## src/rtl/systolic_array_sequencer.sv

```systemverilog
// Sequences one systolic-array job: weight load, skewed activation streaming, result deskew, done.
// Latency: a result vector appears ROWS+COLUMNS cycles after its activation vector is accepted.
// Backpressure: w_ready/a_ready come only from the FSM state; the result path has no stall.
module systolic_array_sequencer #(
   parameter int DATA_WIDTH = 8,
   parameter int ROWS       = 2,
   parameter int COLUMNS    = 2,
   parameter int CNT_WIDTH  = 16
) (
   input  logic                          clk,
   input  logic                          rst_n,
   input  logic                          start,
   input  logic [CNT_WIDTH-1:0]          num_vectors,
   output logic                          busy,
   output logic                          done,
   input  logic                          w_valid,
   output logic                          w_ready,
   input  logic [DATA_WIDTH*COLUMNS-1:0] w_data,
   input  logic                          a_valid,
   output logic                          a_ready,
   input  logic [DATA_WIDTH*ROWS-1:0]    a_data,
   output logic                          r_valid,
   output logic [DATA_WIDTH*COLUMNS-1:0] r_data,
   output logic [DATA_WIDTH*ROWS-1:0]    sa_data,
   output logic [DATA_WIDTH*COLUMNS-1:0] sa_weight,
   output logic                          sa_store_weight,
   input  logic [DATA_WIDTH*COLUMNS-1:0] sa_result
);

   localparam int LAT = ROWS + COLUMNS;
   localparam int WCW = $clog2(ROWS + 1);
   localparam int DCW = $clog2(LAT + 1);

   typedef enum logic [1:0] {S_IDLE, S_LOAD_W, S_STREAM, S_DRAIN} state_t;

   state_t               state_q, state_d;
   logic [CNT_WIDTH-1:0] num_vec_q;
   logic [CNT_WIDTH-1:0] v_cnt_q;
   logic [WCW-1:0]       w_cnt_q;
   logic [DCW-1:0]       d_cnt_q;
   logic [LAT-1:0]       vld_q;
   logic                 w_fire, a_fire, w_last, a_last, zero_job;

   assign w_fire   = w_ready & w_valid;
   assign a_fire   = a_ready & a_valid;
   assign w_last   = (w_cnt_q == WCW'(ROWS - 1));
   assign a_last   = (v_cnt_q == (num_vec_q - CNT_WIDTH'(1)));
   assign zero_job = (num_vec_q == '0);
   assign r_valid  = vld_q[LAT-1];

   // Next-state and handshake outputs; the weight row passes straight through to the array.
   always_comb begin
      state_d         = state_q;
      busy            = (state_q != S_IDLE);
      w_ready         = (state_q == S_LOAD_W);
      a_ready         = (state_q == S_STREAM);
      sa_store_weight = 1'b0;
      sa_weight       = '0;
      done            = 1'b0;
      case (state_q)
         S_IDLE: begin
            if (start) state_d = S_LOAD_W;
         end
         S_LOAD_W: begin
            sa_store_weight = w_valid;
            sa_weight       = w_valid ? w_data : '0;
            if (w_valid && w_last) state_d = zero_job ? S_DRAIN : S_STREAM;
         end
         S_STREAM: begin
            if (a_fire && a_last) state_d = S_DRAIN;
         end
         S_DRAIN: begin
            // Last result leaves LAT cycles after the final accept, i.e. LAT-1 cycles into DRAIN.
            done = zero_job || (d_cnt_q == DCW'(LAT - 1));
            if (done) state_d = S_IDLE;
         end
         default: state_d = S_IDLE;
      endcase
   end

   // State register, job counters and the valid pipeline that marks real (non-bubble) vectors.
   always_ff @(posedge clk or negedge rst_n) begin
      if (!rst_n) begin
         state_q   <= S_IDLE;
         num_vec_q <= '0;
         v_cnt_q   <= '0;
         w_cnt_q   <= '0;
         d_cnt_q   <= '0;
         vld_q     <= '0;
      end else begin
         state_q <= state_d;
         if (state_q == S_IDLE && start) num_vec_q <= num_vectors;
         w_cnt_q <= (state_q == S_LOAD_W) ? (w_cnt_q + WCW'(w_fire)) : '0;
         v_cnt_q <= (state_q == S_STREAM) ? (v_cnt_q + CNT_WIDTH'(a_fire)) : '0;
         d_cnt_q <= (state_q == S_DRAIN) ? (d_cnt_q + DCW'(1)) : '0;
         vld_q   <= {vld_q[LAT-2:0], a_fire};
      end
   end

   // Input skew: row r sees its element r cycles after acceptance; idle cycles inject zeros.
   for (genvar r = 0; r < ROWS; r++) begin : g_skew
      logic [DATA_WIDTH-1:0] in_el;
      assign in_el = a_fire ? a_data[r*DATA_WIDTH +: DATA_WIDTH] : '0;
      if (r == 0) begin : g_row0
         assign sa_data[DATA_WIDTH-1:0] = in_el;
      end else begin : g_dly
         logic [DATA_WIDTH-1:0] sr_q [r];
         // Shift chain of r stages for this row.
         always_ff @(posedge clk or negedge rst_n) begin
            if (!rst_n) begin
               for (int i = 0; i < r; i++) sr_q[i] <= '0;
            end else begin
               sr_q[0] <= in_el;
               for (int i = 1; i < r; i++) sr_q[i] <= sr_q[i-1];
            end
         end
         assign sa_data[r*DATA_WIDTH +: DATA_WIDTH] = sr_q[r-1];
      end
   end

   // Output deskew: column c waits COLUMNS-1-c stages, then every column shares one output register.
   for (genvar c = 0; c < COLUMNS; c++) begin : g_deskew
      localparam int D = COLUMNS - 1 - c;
      logic [DATA_WIDTH-1:0] out_q;
      if (D == 0) begin : g_direct
         // Last column arrives latest, so it only needs the output register.
         always_ff @(posedge clk or negedge rst_n) begin
            if (!rst_n) out_q <= '0;
            else        out_q <= sa_result[c*DATA_WIDTH +: DATA_WIDTH];
         end
      end else begin : g_dly
         logic [DATA_WIDTH-1:0] dq [D];
         // Delay chain followed by the output register.
         always_ff @(posedge clk or negedge rst_n) begin
            if (!rst_n) begin
               for (int i = 0; i < D; i++) dq[i] <= '0;
               out_q <= '0;
            end else begin
               dq[0] <= sa_result[c*DATA_WIDTH +: DATA_WIDTH];
               for (int i = 1; i < D; i++) dq[i] <= dq[i-1];
               out_q <= dq[D-1];
            end
         end
      end
      assign r_data[c*DATA_WIDTH +: DATA_WIDTH] = out_q;
   end

endmodule

```

## config.mk

```make
export PLATFORM = sky130hd
export DESIGN_NAME = systolic_array_sequencer
export DESIGN_NICKNAME = d
export VERILOG_FILES = /design/src/rtl/systolic_array_sequencer.sv
export SDC_FILE = /design/constraint.sdc
export NUM_CORES = 1
export LEC_CHECK = 0
export BUFFER_PORTS_ARGS = -buffer_cell sky130_fd_sc_hd__buf_4
export CAP_MARGIN = 0
export CORE_UTILIZATION = 50
export CTS_BUF_LIST = sky130_fd_sc_hd__clkbuf_16
export DETAILED_ROUTE_END_ITERATION = 8
export HOLD_SLACK_MARGIN = 0.12
export PLACE_DENSITY_LB_ADDON = 0.25
export RECOVER_POWER = 50
export SKIP_LAST_GASP = 1
export SLEW_MARGIN = 5
export SYNTH_ARGS = -nofsm -noshare
export SYNTH_HDL_FRONTEND = slang
export SYNTH_SLANG_ARGS = --single-unit
```

## constraint.sdc

```tcl
create_clock -name clk -period 3.4 [get_ports clk]
set_clock_uncertainty 0.05 [all_clocks]
set_input_delay 0.85 -clock clk [delete_from_list [all_inputs] [get_ports clk]]
set_output_delay 0.85 -clock clk [all_outputs]
set_load 0.01 [all_outputs]
```

==> results of run 1 <==
==> cells in the final DEF (no fill, tap or decap), types with 2 or more instances in the layout <==
cell type | netlist | layout
a2111o_1 | 2 | 2
a211oi_1 | 2 | 2
a21boi_0 | 2 | 2
a21o_1 | 2 | 2
a21oi_1 | 3 | 3
and2_0 | 0 | 2
and2_1 | 20 | 18
and3_1 | 36 | 36
buf_4 | 1 | 109
clkbuf_16 | 0 | 9
clkbuf_4 | 0 | 16
dfrtp_1 | 75 | 75
ha_1 | 11 | 11
inv_1 | 8 | 10
inv_6 | 0 | 2
mux2_2 | 16 | 16
nand2_1 | 5 | 5
nand3_1 | 17 | 17
nand4_1 | 3 | 3
nor2_1 | 8 | 8
nor2b_1 | 3 | 3
nor3_1 | 2 | 2
nor4_1 | 4 | 4
o21ai_0 | 2 | 2
or4_4 | 2 | 2
xnor2_1 | 25 | 25
xor2_1 | 14 | 14
==> worst reg2reg max path: stages, from the launching register on <==
cell and delay, ps:
dfrtp_1 420, inv_1 90, ha_1 230, or4b_4 510
buf_4 180, nor4_2 320, xnor2_1 120, a2111o_1 440
o41ai_4 460, a21oi_1 130, a31o_1 200
==> logic make-up after synthesis <==
kind of cell / count (synthesis) / share of synthesized area [%]
compound gates: 22 / 5.33
buf+inv: 22 / 2.93
simple gates: 110 / 19.3
mux: 16 / 5.15
xor+xnor: 39 / 9.76
flops: 75 / 53.6
fa+ha+maj: 11 / 3.93
==> through the flow <==
stage	hold slack, ps	total power [mW]	worst slack (ps)	cell area, um^2	instances
2_1_floorplan	281	1.95	455	3500	295
3_3_place_gp	282	2.28	245	4490	502
5_1_grt	302	3.46	29.2	4800	519
3_5_place_dp	285	2.32	219	4490	502
6_report	296	3.26	143	4800	519
4_1_cts	297	3.28	0.162	4790	518
==> registers in the layout (all words and copies together), names as in the netlist <==
name	flops
d_cnt_q	3
g_deskew.g_dly.dq	8
g_deskew.out_q	16
g_skew.g_dly.sr_q	8
num_vec_q	16
state_q	2
v_cnt_q	16
vld_q	4
w_cnt_q	2
==> path summary, 6_finish.rpt <==
path | startpoint | endpoint | slack, ps | depth (start not counted)
setup reg to reg | num_vec_q[0]$_DFFE_PN0P_ | state_q[1]$_DFFE_PN0P_ | 140 | 10
hold reg to reg | vld_q[2]$_DFF_PN0_ | vld_q[3]$_DFF_PN0_ | 300 | 0
hold / removal | vld_q[2]$_DFF_PN0_ | vld_q[3]$_DFF_PN0_ | 300 | 0
max in group asynchronous | rst_n | g_skew[1].g_dly.sr_q[6]$_DFF_PN0_ | 1260 | 1
min in group asynchronous | rst_n | g_deskew[0].out_q[5]$_DFF_PN0_ | 960 | 1
setup / recovery | num_vec_q[0]$_DFFE_PN0P_ | state_q[1]$_DFFE_PN0P_ | 140 | 10
==> report_power, final <==
group | switching (mW) | internal, mW
logic | 0.538 | 0.543
registers | 0.194 | 1.05
clock network | 0.367 | 0.566
total | 1.10 | 2.16
==> layer usage <==
metal	track usage, %	part of all wire [%]	routed length (um)
met5	0	0	0
met2	39.6	52	4040
met1	26.6	41	3190
met3	5.49	4.6	360
met4	11.1	2.6	206
==> area by class of cell <==
type                       count  area, um^2  share of cell area, %
clock buffer                   9         225                   4.69
clock inverter                 7        67.6                   1.41
inverter                       8        30.0                  0.625
multi-input combinational    198        1540                   32.1
sequential                    75        1880                   39.1
tap                           96         120                   2.50
timing repair buffer         126         943                   19.6
==> repair_timing <==
| action | in CTS | in global routing |
|---|---|---|
| endpoints found under the setup margin | 1 | 1 |
| gates resized for setup | 2 | 1 |
| buffers inserted | 0 | 1 |
| hold endpoints to repair | 0 | 0 |
| pin swaps | 0 | 1 |
==> metrics.md, run 1 <==
| Metric | Value |
|---|---|
| Most frequent cells after synthesis | 75 x dfrtp_1, 36 x and3_1, 25 x xnor2_1 |
| Max_cap viols | 1 |
| Leading area contributor after synthesis | dfrtp_1 |
| Largest delay share family, worst path | compound AO/OA/AOI/OAI gates |
| Violated checks | max-capacitance violations, max-slew violations |
| Synth async-reset ratio | 100% |
| Initial antenna violation count | 0 |
| Period utilization | around 96% |
| H-tree Lvls | 3 |
| YS warnings | 0 |
| Number of fill cells in the layout | 497 |
| Routed Antenna Nets | 0 |
| Chip Height | 85.7 um |
| Critical path startpoint category | register |
| Slew HR | -21.3% |
| Final core occ | 70.7% |
| Final setup viols | 0 |
| Setup_tns | 0 ps |
| Status | finished with violations |
| Setup crit end kind | register |
| Power per cell area | 679 nW/um^2 |
| Total GRT Usage | 22.8% |
| Predominant post-synthesis flop cell | dfrtp_1 |
| CTS tree | built |
| Measured slew at the worst slew-check pin | ~1800 ps |
| Slowest cell on crit path | or4b_4 |
| Area Overhead vs Synth | 37.2% |
| Vias in the first global route | 2752 |
| DRC Markers | 0 |
| DRT Pass-1 Iters | 4 |
| Syn_nets | 375 |
| Std-Cell Rows | 30 |
| Worst-path fanout max | 5 |
| Gpl congestion | 0.858 |
| Routed Wire Length | 7800 um |
| # IOs | 123 |
| Crit path buffers/inverters | 2 |
| Die Wd | roughly 86 um |
| Hold WC Path Type | register to register |
| Most numerous cell in the Yosys netlist | dfrtp_1 |
| Leak | 2.45 nW |
| CTS max path bufs | 2 |
| Worst-Skew Late Latency | between 300 and 400 ps |
| Num CTS Buffers | 9 |
| Initial core utilization | 51.5% |
| Syn avg cell area | approximately 12 um^2 |
| #FFs+latches synth | 75 |
| Total grt overflow | 0 |
| Top cell type's share of synthesized area | 53.6% |
| Die ar. | 7340 um^2 |
| Share of cells above drive strength 1 | 38.8% |
| DR iter-0 viols | 94 |
| RSZ-0062 raised after global routing | no |
| Sink Count | 75 |
| Avg Vias per Cell | 5.22 |
| Endpoints failing hold | 0 |
| CP Class | register to register |
| Max Slew Vio Count | 76 |
| Core area | slightly below 7000 um^2 |
| Worst path arrival time | 3430 ps |
| Max Fclk | approximately 310 MHz |
| Clk slew on worst S/H paths | 60 ps |
| Ant. Diodes | 0 |
| First-pass GRT wire length | 12800 um |
| WL/cell | 15.0 um |
| Vias after detailed routing | 2709 |
| Clk root buf | clkbuf_16 |
| Worst path required time | 3570 ps |
| Largest net degree at the start of global routing | 76 |
| Post-cts hold buffer count | 0 |
| Cell variety after synth | 45 |
| Nets | 498 |
| Maximum VDD drop | between 0.0003 and 0.0004 V |
| Synthesized area | 3500 um^2 |
| Post-Syn Instances | 295 |
| Dpl hpwl | 5470 um |
| Area contributors post-synth | dfrtp_1 54%, and3_1 6.4%, xnor2_1 6.3% |
| Max incr delay on CP | 510 ps |
| Post-synth EDFFs | 0 |
| Sequential area share after synthesis | between 50% and 60% |
| Min Tclk post-route | 3260 ps |
| Port bufs | between 100 and 150 |
| Worst path cell trace | inv_1 -> ha_1 -> or4b_4 -> buf_4 -> nor4_2 -> xnor2_1 -> a2111o_1 -> o41ai_4 -> a21oi_1 -> a31o_1 |
No activity file was read; power rests on OpenSTA's default activity.
==> inputs of run 2 (changes only) <==
--- a/config.mk
+++ b/config.mk
@@ -13,6 +13,7 @@
 export HOLD_SLACK_MARGIN = 0.12
 export PLACE_DENSITY_LB_ADDON = 0.25
 export RECOVER_POWER = 50
+export REMOVE_ABC_BUFFERS = 1
 export SKIP_LAST_GASP = 1
 export SLEW_MARGIN = 5
 export SYNTH_ARGS = -nofsm -noshare
==> run 2 against run 1 <==
  * The flow still finishes with violations (max-capacitance violations, max-slew violations)
  * Flip-flop and latch count stayed put
  * Count of clock-buffer cells in the layout stayed put
  * Sequential share of layout area is 0.45 points lower
  * Critical path depth is 1 lower
  * Utilization is 0.83 points higher
  * Setup slack worse by 11 ps
==> metrics.md, run 2 (same netlist as run 1, synthesis figures left out) <==
| Metric | Value |
|---|---|
| Status | finished with violations (unchanged) |
| Violated checks | max-capacitance violations, max-slew violations (unchanged) |
| CTS tree | built (unchanged) |
| Dpl hpwl | 5380 um (was 5470 um) |
| Clock power frac | 31.0% (was 28.6%) |
| Initial antenna violation count | 0 (unchanged) |
| H-tree Lvls | 3 (unchanged) |
| DP Area | 4490 um^2 (about the same) |
| Max Fclk | 306 MHz (was 307 MHz) |
| Min Tclk post-route | 3270 ps (was 3260 ps) |
| Period utilization | 96.1% (was 95.8%) |
| Vias in the first global route | 2498 (was 2752) |
| Slew HR | -21.8% (was -21.3%) |
| Clk slew on worst S/H paths | 60 ps (about the same) |
| Sink Count | 75 (unchanged) |
| Total grt overflow | 0 (unchanged) |
| Share of cells above drive strength 1 | 39.8% (was 38.8%) |
| Setup crit end kind | output port (was register) |
| Routed Antenna Nets | 0 (unchanged) |
| Part of the power in registers | 37.1% (was 38.3%) |
| Endpoints failing hold | 0 (unchanged) |
| Power, Total | 3.37 mW (was 3.26 mW) |
| Leak | 2.47 nW (was 2.45 nW) |
| DRC Markers | 0 (unchanged) |
| Internal cell power | 2.25 mW (was 2.16 mW) |
| Hold WC Path Type | register to register (unchanged) |
| Placed Cells | 503 (was 502) |
| Power per cell area | 692 nW/um^2 (was 679 nW/um^2) |
| Measured slew at the worst slew-check pin | 1830 ps (was 1820 ps) |
| CTS max path bufs | 2 (unchanged) |
| CP Class | register to output port (was register to register) |
| Die ar. | 7340 um^2 (unchanged) |
| Initial core utilization | 51.5% (unchanged) |
| Gpl congestion | 0.827 (was 0.858) |
| Worst path cell trace | inv_1 -> ha_2 -> or4b_4 -> nor3_4 -> nor4b_4 -> buf_4 -> nor2_1 -> nor2b_1 -> buf_4 (was inv_1 -> ha_1 -> or4b_4 -> buf_4 -> nor4_2 -> xnor2_1 -> a2111o_1 -> o41ai_4 -> a21oi_1 -> a31o_1) |
| Avg Vias per Cell | 5.01 (was 5.22) |
| Die Wd | 85.7 um (unchanged) |
| Largest regs | g_deskew.out_q: 16 flops, num_vec_q: 16 flops, v_cnt_q: 16 flops (unchanged) |
| Clk root buf | clkbuf_16 (unchanged) |
| Maximum VDD drop | 0.000414 V (was 0.000332 V) |
| Comb power frac | 31.9% (was 33.1%) |
| Std-Cell Rows | 30 (unchanged) |
| Most common library cell in the layout ignoring fill and taps | buf_4 (unchanged) |
| Worst-path fanout max | 5 (unchanged) |
| Area Overhead vs Synth | 38.8% (was 37.2%) |
| # IOs | 123 (unchanged) |
| Switch Pwr | 1.11 mW (was 1.10 mW) |
| Sw Share | 33.0% (was 33.7%) |
| Most common cell on crit path | buf_4 |
| Worst path arrival time | 2370 ps (was 3430 ps) |
| Area of all placed cells without fillers | 4860 um^2 (was 4800 um^2) |
| Ant. Diodes | 0 (unchanged) |
| Total GRT Usage | 21.4% (was 22.8%) |
| Worst path required time | 2500 ps (was 3570 ps) |
| Chip Height | 85.7 um (unchanged) |
| Highest-count cells in the layout ignoring fill and taps | 111 x buf_4, 75 x dfrtp_1, 36 x and3_1 (was 109 x buf_4, 75 x dfrtp_1, 36 x and3_1) |
| DRT Pass-1 Iters | 4 (unchanged) |
| Num CTS Buffers | 9 (unchanged) |
| Routed Wire Length | 7620 um (was 7800 um) |
| Port bufs | 122 (unchanged) |
| WL/cell | 14.6 um (was 15.0 um) |
| First-pass GRT wire length | 12100 um (was 12800 um) |
| Post-cts hold buffer count | 0 (unchanged) |
| Area of the multi-input gates | 1540 um^2 (about the same) |
| Vias after detailed routing | 2611 (was 2709) |
| DR iter-0 viols | 108 (was 94) |
| Max_cap viols | 1 (unchanged) |
| Worst-Skew Late Latency | 330 ps (about the same) |
| Final setup viols | 0 (unchanged) |
| Slowest cell on crit path | or4b_4 (unchanged) |
| Critical path startpoint category | register (unchanged) |
| Max Slew Vio Count | 76 (unchanged) |
| Nets | 500 (was 498) |
| Largest net degree at the start of global routing | 76 (unchanged) |
| Number of fill cells in the layout | 505 (was 497) |
| Max incr delay on CP | 490 ps (was 510 ps) |
| Core area | 6790 um^2 (unchanged) |
| Cell Count, Final, Fillers Out | 521 (was 519) |
| Sequential cell area | 1880 um^2 (unchanged) |
## run 2: cell types whose count changed in the layout (fill, tap and decap cells not counted), sizes merged
cell      previous run  this run
clkinvlp             1         0
bufinv               1         2
buf                109       111
## run 2: cell type report
class / instances / area share [%]
clock buffers: 9 / 4.63
clock inverters: 7 / 2.19
inverters: 8 / 0.618
multi-input cells: 198 / 31.7
flip-flops and latches: 75 / 38.6
well taps: 96 / 2.47
repair buffers: 128 / 19.7
## run 2: metrics by stage
step	setup TNS (ps)	hold WS (ps)	setup WS, ps	utilization, %
floorplan	0	281	421	-
global placement	0	282	345	66.2
detailed placement	0	285	291	66.2
CTS	0	302	15.9	71.2
global route	-19.0	304	-19.0	71.5
finish	0	299	131	71.5
## run 2: repair_timing
action | CTS | global route
hold endpoints to repair | 0 | 0
gates cloned | 0 | 0
resized for setup | 2 | 2
pin swaps | 0 | 1
buffers inserted | 0 | 2
endpoints found under the setup margin | 1 | 1
## run 2: final timing paths
| path | startpoint | endpoint | slack [ps] | cells past startpoint |
|---|---|---|---|---|
| worst max-delay path | num_vec_q[0]$_DFFE_PN0P_ | done | 130 | 9 |
| max in group asynchronous | rst_n | num_vec_q[13]$_DFFE_PN0P_ | 1270 | 1 |
| worst min-delay path | g_deskew[0].g_dly.dq[2]$_DFF_PN0_ | g_deskew[0].out_q[2]$_DFF_PN0_ | 300 | 0 |
| worst min register to register | g_deskew[0].g_dly.dq[2]$_DFF_PN0_ | g_deskew[0].out_q[2]$_DFF_PN0_ | 300 | 0 |
| min in group asynchronous | rst_n | g_deskew[0].g_dly.dq[1]$_DFF_PN0_ | 960 | 1 |
| worst max register to register | num_vec_q[0]$_DFFE_PN0P_ | state_q[1]$_DFFE_PN0P_ | 300 | 10 |
## run 2: per-layer routing
| layer | wire length, um | share of wire [%] | global-route usage (%) |
|---|---|---|---|
| met1 | 3350 | 44 | 27.8 |
| met2 | 3870 | 51 | 35.2 |
| met3 | 264 | 3.5 | 5.10 |
| met4 | 133 | 1.7 | 7.88 |
| met5 | 0 | 0 | 0 |
## run 2: power groups by stage
stage / Sequential (mW) / Combinational, mW / Clock [mW]
floorplan: 1.22 / 0.679 / 0
global placement: 1.24 / 1.04 / 0
detailed placement: 1.26 / 1.06 / 0
CTS: 1.24 / 1.07 / 1.06
global route: 1.27 / 1.18 / 1.09
finish: 1.25 / 1.07 / 1.04
## run 2: critical path: cells and delay by family, from the launching register on
kind                       cells  cell delay, ps
adders and majority gates      1             200
and+or+nand+nor                5            1060
DFF                            1             420
buffers and inverters          3             360
==> inputs of run 3 (changes only) <==
==> constraint.sdc (replaced) <==
create_clock -name clk -period 3.4 [get_ports clk]
set_clock_uncertainty 0.05 [all_clocks]
set_input_delay 0.85 -clock clk [delete_from_list [all_inputs] [get_ports clk]]
set_output_delay 0.85 -clock clk [all_outputs]
set_load 0.05 [all_outputs]
==> run 3 against run 2 <==
  * The flow now finishes without violations
  * Via count rose by 1.5%
  * Sequential share of layout area rose by 0.12 points
  * Cell count rose by 0.38%
  * Sequential power barely moved
  * Critical path depth did not move
  * Global-route usage rose by 0.10 points
  * Clock power fell by 17%
  * First-iteration DRC count fell by 30%
  * Critical path type unchanged
  * Critical endpoint unchanged
  * Highest routed layer unchanged
==> metrics.md, run 3 (same netlist as run 1, synthesis figures left out) <==
| Metric | Value |
|---|---|
| Switch Pwr | 1.38 mW (was 1.11 mW) |
| Comb power frac | 40.1% (was 31.9%) |
| Part of the power in registers | 35.3% (was 37.1%) |
| Core area | 6790 um^2 (unchanged) |
| Std-Cell Rows | 30 (unchanged) |
| Die Wd | 85.7 um (unchanged) |
| Slew HR | 38.9% (was -21.8%) |
| Cell Count, Final, Fillers Out | 523 (was 521) |
| Most common library cell in the layout ignoring fill and taps | buf_4 (unchanged) |
| DP Area | 4500 um^2 (was 4490 um^2) |
| Worst path required time | 2500 ps (about the same) |
| Maximum VDD drop | 0.000488 V (was 0.000414 V) |
| Number of fill cells in the layout | 504 (was 505) |
| Largest regs | g_deskew.out_q: 16 flops, num_vec_q: 16 flops, v_cnt_q: 16 flops (unchanged) |
| WL/cell | 14.5 um (was 14.6 um) |
| Highest-count cells in the layout ignoring fill and taps | 113 x buf_4, 75 x dfrtp_1, 36 x and3_1 (was 111 x buf_4, 75 x dfrtp_1, 36 x and3_1) |
| Final setup viols | 0 (unchanged) |
| Initial core utilization | 51.5% (unchanged) |
| Initial antenna violation count | 0 (unchanged) |
| Post-cts hold buffer count | 0 (unchanged) |
| DR top layer | met4 (unchanged) |
| Die ar. | 7340 um^2 (unchanged) |
| Chip Height | 85.7 um (unchanged) |
| Critical path startpoint category | register (unchanged) |
| Hold WC Path Type | register to register (unchanged) |
| DR iter-0 viols | 76 (was 108) |
| Power per cell area | 725 nW/um^2 (was 692 nW/um^2) |
| Placed Cells | 504 (was 503) |
| Clk root buf | clkbuf_16 (unchanged) |
| Leak | 2.45 nW (was 2.47 nW) |
| DRT Pass-1 Iters | 4 (unchanged) |
| Max Slew Vio Count | 0 (was 76) |
| Internal cell power | 2.13 mW (was 2.25 mW) |
| Num CTS Buffers | 9 (unchanged) |
| CTS max path bufs | 2 (unchanged) |
| Met3 wire length | 261 um (was 264 um) |
| Final hold slack | 295 ps (was 299 ps) |
| Port bufs | 122 (unchanged) |
| Share of cells above drive strength 1 | 40.5% (was 39.8%) |
| Dpl hpwl | 5360 um (was 5380 um) |
| Clock power frac | 24.6% (was 31.0%) |
| Routed Wire Length | 7610 um (was 7620 um) |
| Period utilization | 97.2% (was 96.1%) |
| RSZ-0062 raised after global routing | yes |
| Total grt overflow | 0 (unchanged) |
| CP Class | register to output port (unchanged) |
| CTS tree | built (unchanged) |
| H-tree Lvls | 3 (unchanged) |
| Nets | 502 (was 500) |
| Total GRT Usage | 21.5% (was 21.4%) |
| Measured slew at the worst slew-check pin | 917 ps (was 1830 ps) |
| Area Overhead vs Synth | 38.4% (was 38.8%) |
| # IOs | 123 (unchanged) |
| Area of all placed cells without fillers | 4840 um^2 (was 4860 um^2) |
| Sw Share | 39.2% (was 33.0%) |
| Sink Count | 75 (unchanged) |
| Worst-path fanout max | 5 (unchanged) |
| Worst-Skew Late Latency | 320 ps (was 330 ps) |
| Setup crit end kind | output port (unchanged) |
| Max Fclk | 303 MHz (was 306 MHz) |
| DRC Markers | 0 (unchanged) |
| Vias after detailed routing | 2651 (was 2611) |
| Ant. Diodes | 0 (unchanged) |
| Vias in the first global route | 2533 (was 2498) |
| Status | finished clean (was finished with violations) |
| Dpl ws | 246 ps (was 291 ps) |
| Metal2 WL | 3910 um (was 3870 um) |
| Avg Vias per Cell | 5.07 (was 5.01) |
| Clk slew on worst S/H paths | 60 ps (about the same) |
| Min Tclk post-route | 3310 ps (was 3270 ps) |
| Setup_tns | 0 ps (unchanged) |
| Max_cap viols | 0 (was 1) |
| Routed Antenna Nets | 0 (unchanged) |
| Endpoints failing hold | 0 (unchanged) |
| First-pass GRT wire length | 12200 um (was 12100 um) |
| PnR worst setup slack | 94.4 ps (was 131 ps) |
| Gpl congestion | 0.816 (was 0.827) |
| Met1 Wirelength | 3300 um (was 3350 um) |
| Largest net degree at the start of global routing | 76 (unchanged) |
| Worst path arrival time | 2410 ps (was 2370 ps) |
==> run 3: what timing repair did <==
item,4_1_cts,5_1_grt
cloned,0,0
setup endpoints to repair,1,1
pin swaps,1,2
buffers inserted,0,3
resized for setup,3,8
==> run 3: worst paths after layout <==
check / from / end / slack (ps) / cells after the start
hold reg to reg: vld_q[0]$_DFF_PN0_ / vld_q[1]$_DFF_PN0_ / 300 / 0
max in group asynchronous: rst_n / g_skew[1].g_dly.sr_q[5]$_DFF_PN0_ / 2100 / 1
min in group asynchronous: rst_n / g_deskew[0].out_q[7]$_DFF_PN0_ / 600 / 1
setup / recovery: num_vec_q[0]$_DFFE_PN0P_ / done / 90 / 9
hold / removal: vld_q[0]$_DFF_PN0_ / vld_q[1]$_DFF_PN0_ / 300 / 0
setup reg to reg: num_vec_q[0]$_DFFE_PN0P_ / state_q[1]$_DFFE_PN0P_ / 300 / 10
==> run 3: power by group through the flow <==
stage                     combinational (mW)  clock [mW]  sequential (mW)
after floorplan                        0.875           0             1.30
after global routing                    1.52       0.913             1.26
after global placement                  1.34           0             1.23
final                                   1.41       0.863             1.24
after CTS                               1.37       0.884             1.23
after detailed placement                1.35           0             1.24
==> run 3: cell type report <==
class | count | area (um^2) | share of cell area [%]
repair buffers | 130 | 980 | 20.2
clock inverters | 7 | 50.0 | 1.03
clock buffers | 9 | 225 | 4.65
well taps | 96 | 120 | 2.48
inverters | 8 | 30.0 | 0.620
multi-input cells | 198 | 1560 | 32.3
flip-flops and latches | 75 | 1880 | 38.7
==> run 3: per-stage QoR <==
| stage | util [%] | total power, mW |
|---|---|---|
| global route | 71.3 | 3.70 |
| CTS | 70.5 | 3.48 |
| detailed placement | 66.3 | 2.59 |
| global placement | 66.3 | 2.57 |
| floorplan | - | 2.17 |
| finish | 71.3 | 3.51 |
==> run 3: worst max-delay path, stage by stage, from the launching register on <==
cell	delay, ps
dfrtp_1	430
inv_2	90
ha_4	130
or4b_4	480
nor3_4	250
nor4b_4	230
buf_4	170
nor2_4	30
nor2b_2	110
buf_6	160
==> run 3: layer usage <==
metal  up-vias  global-route usage (%)
met4         0                    8.64
met3        14                    4.72
met5         -                       0
met1      1298                    27.8
met2        55                    35.5
li1       1284                       -
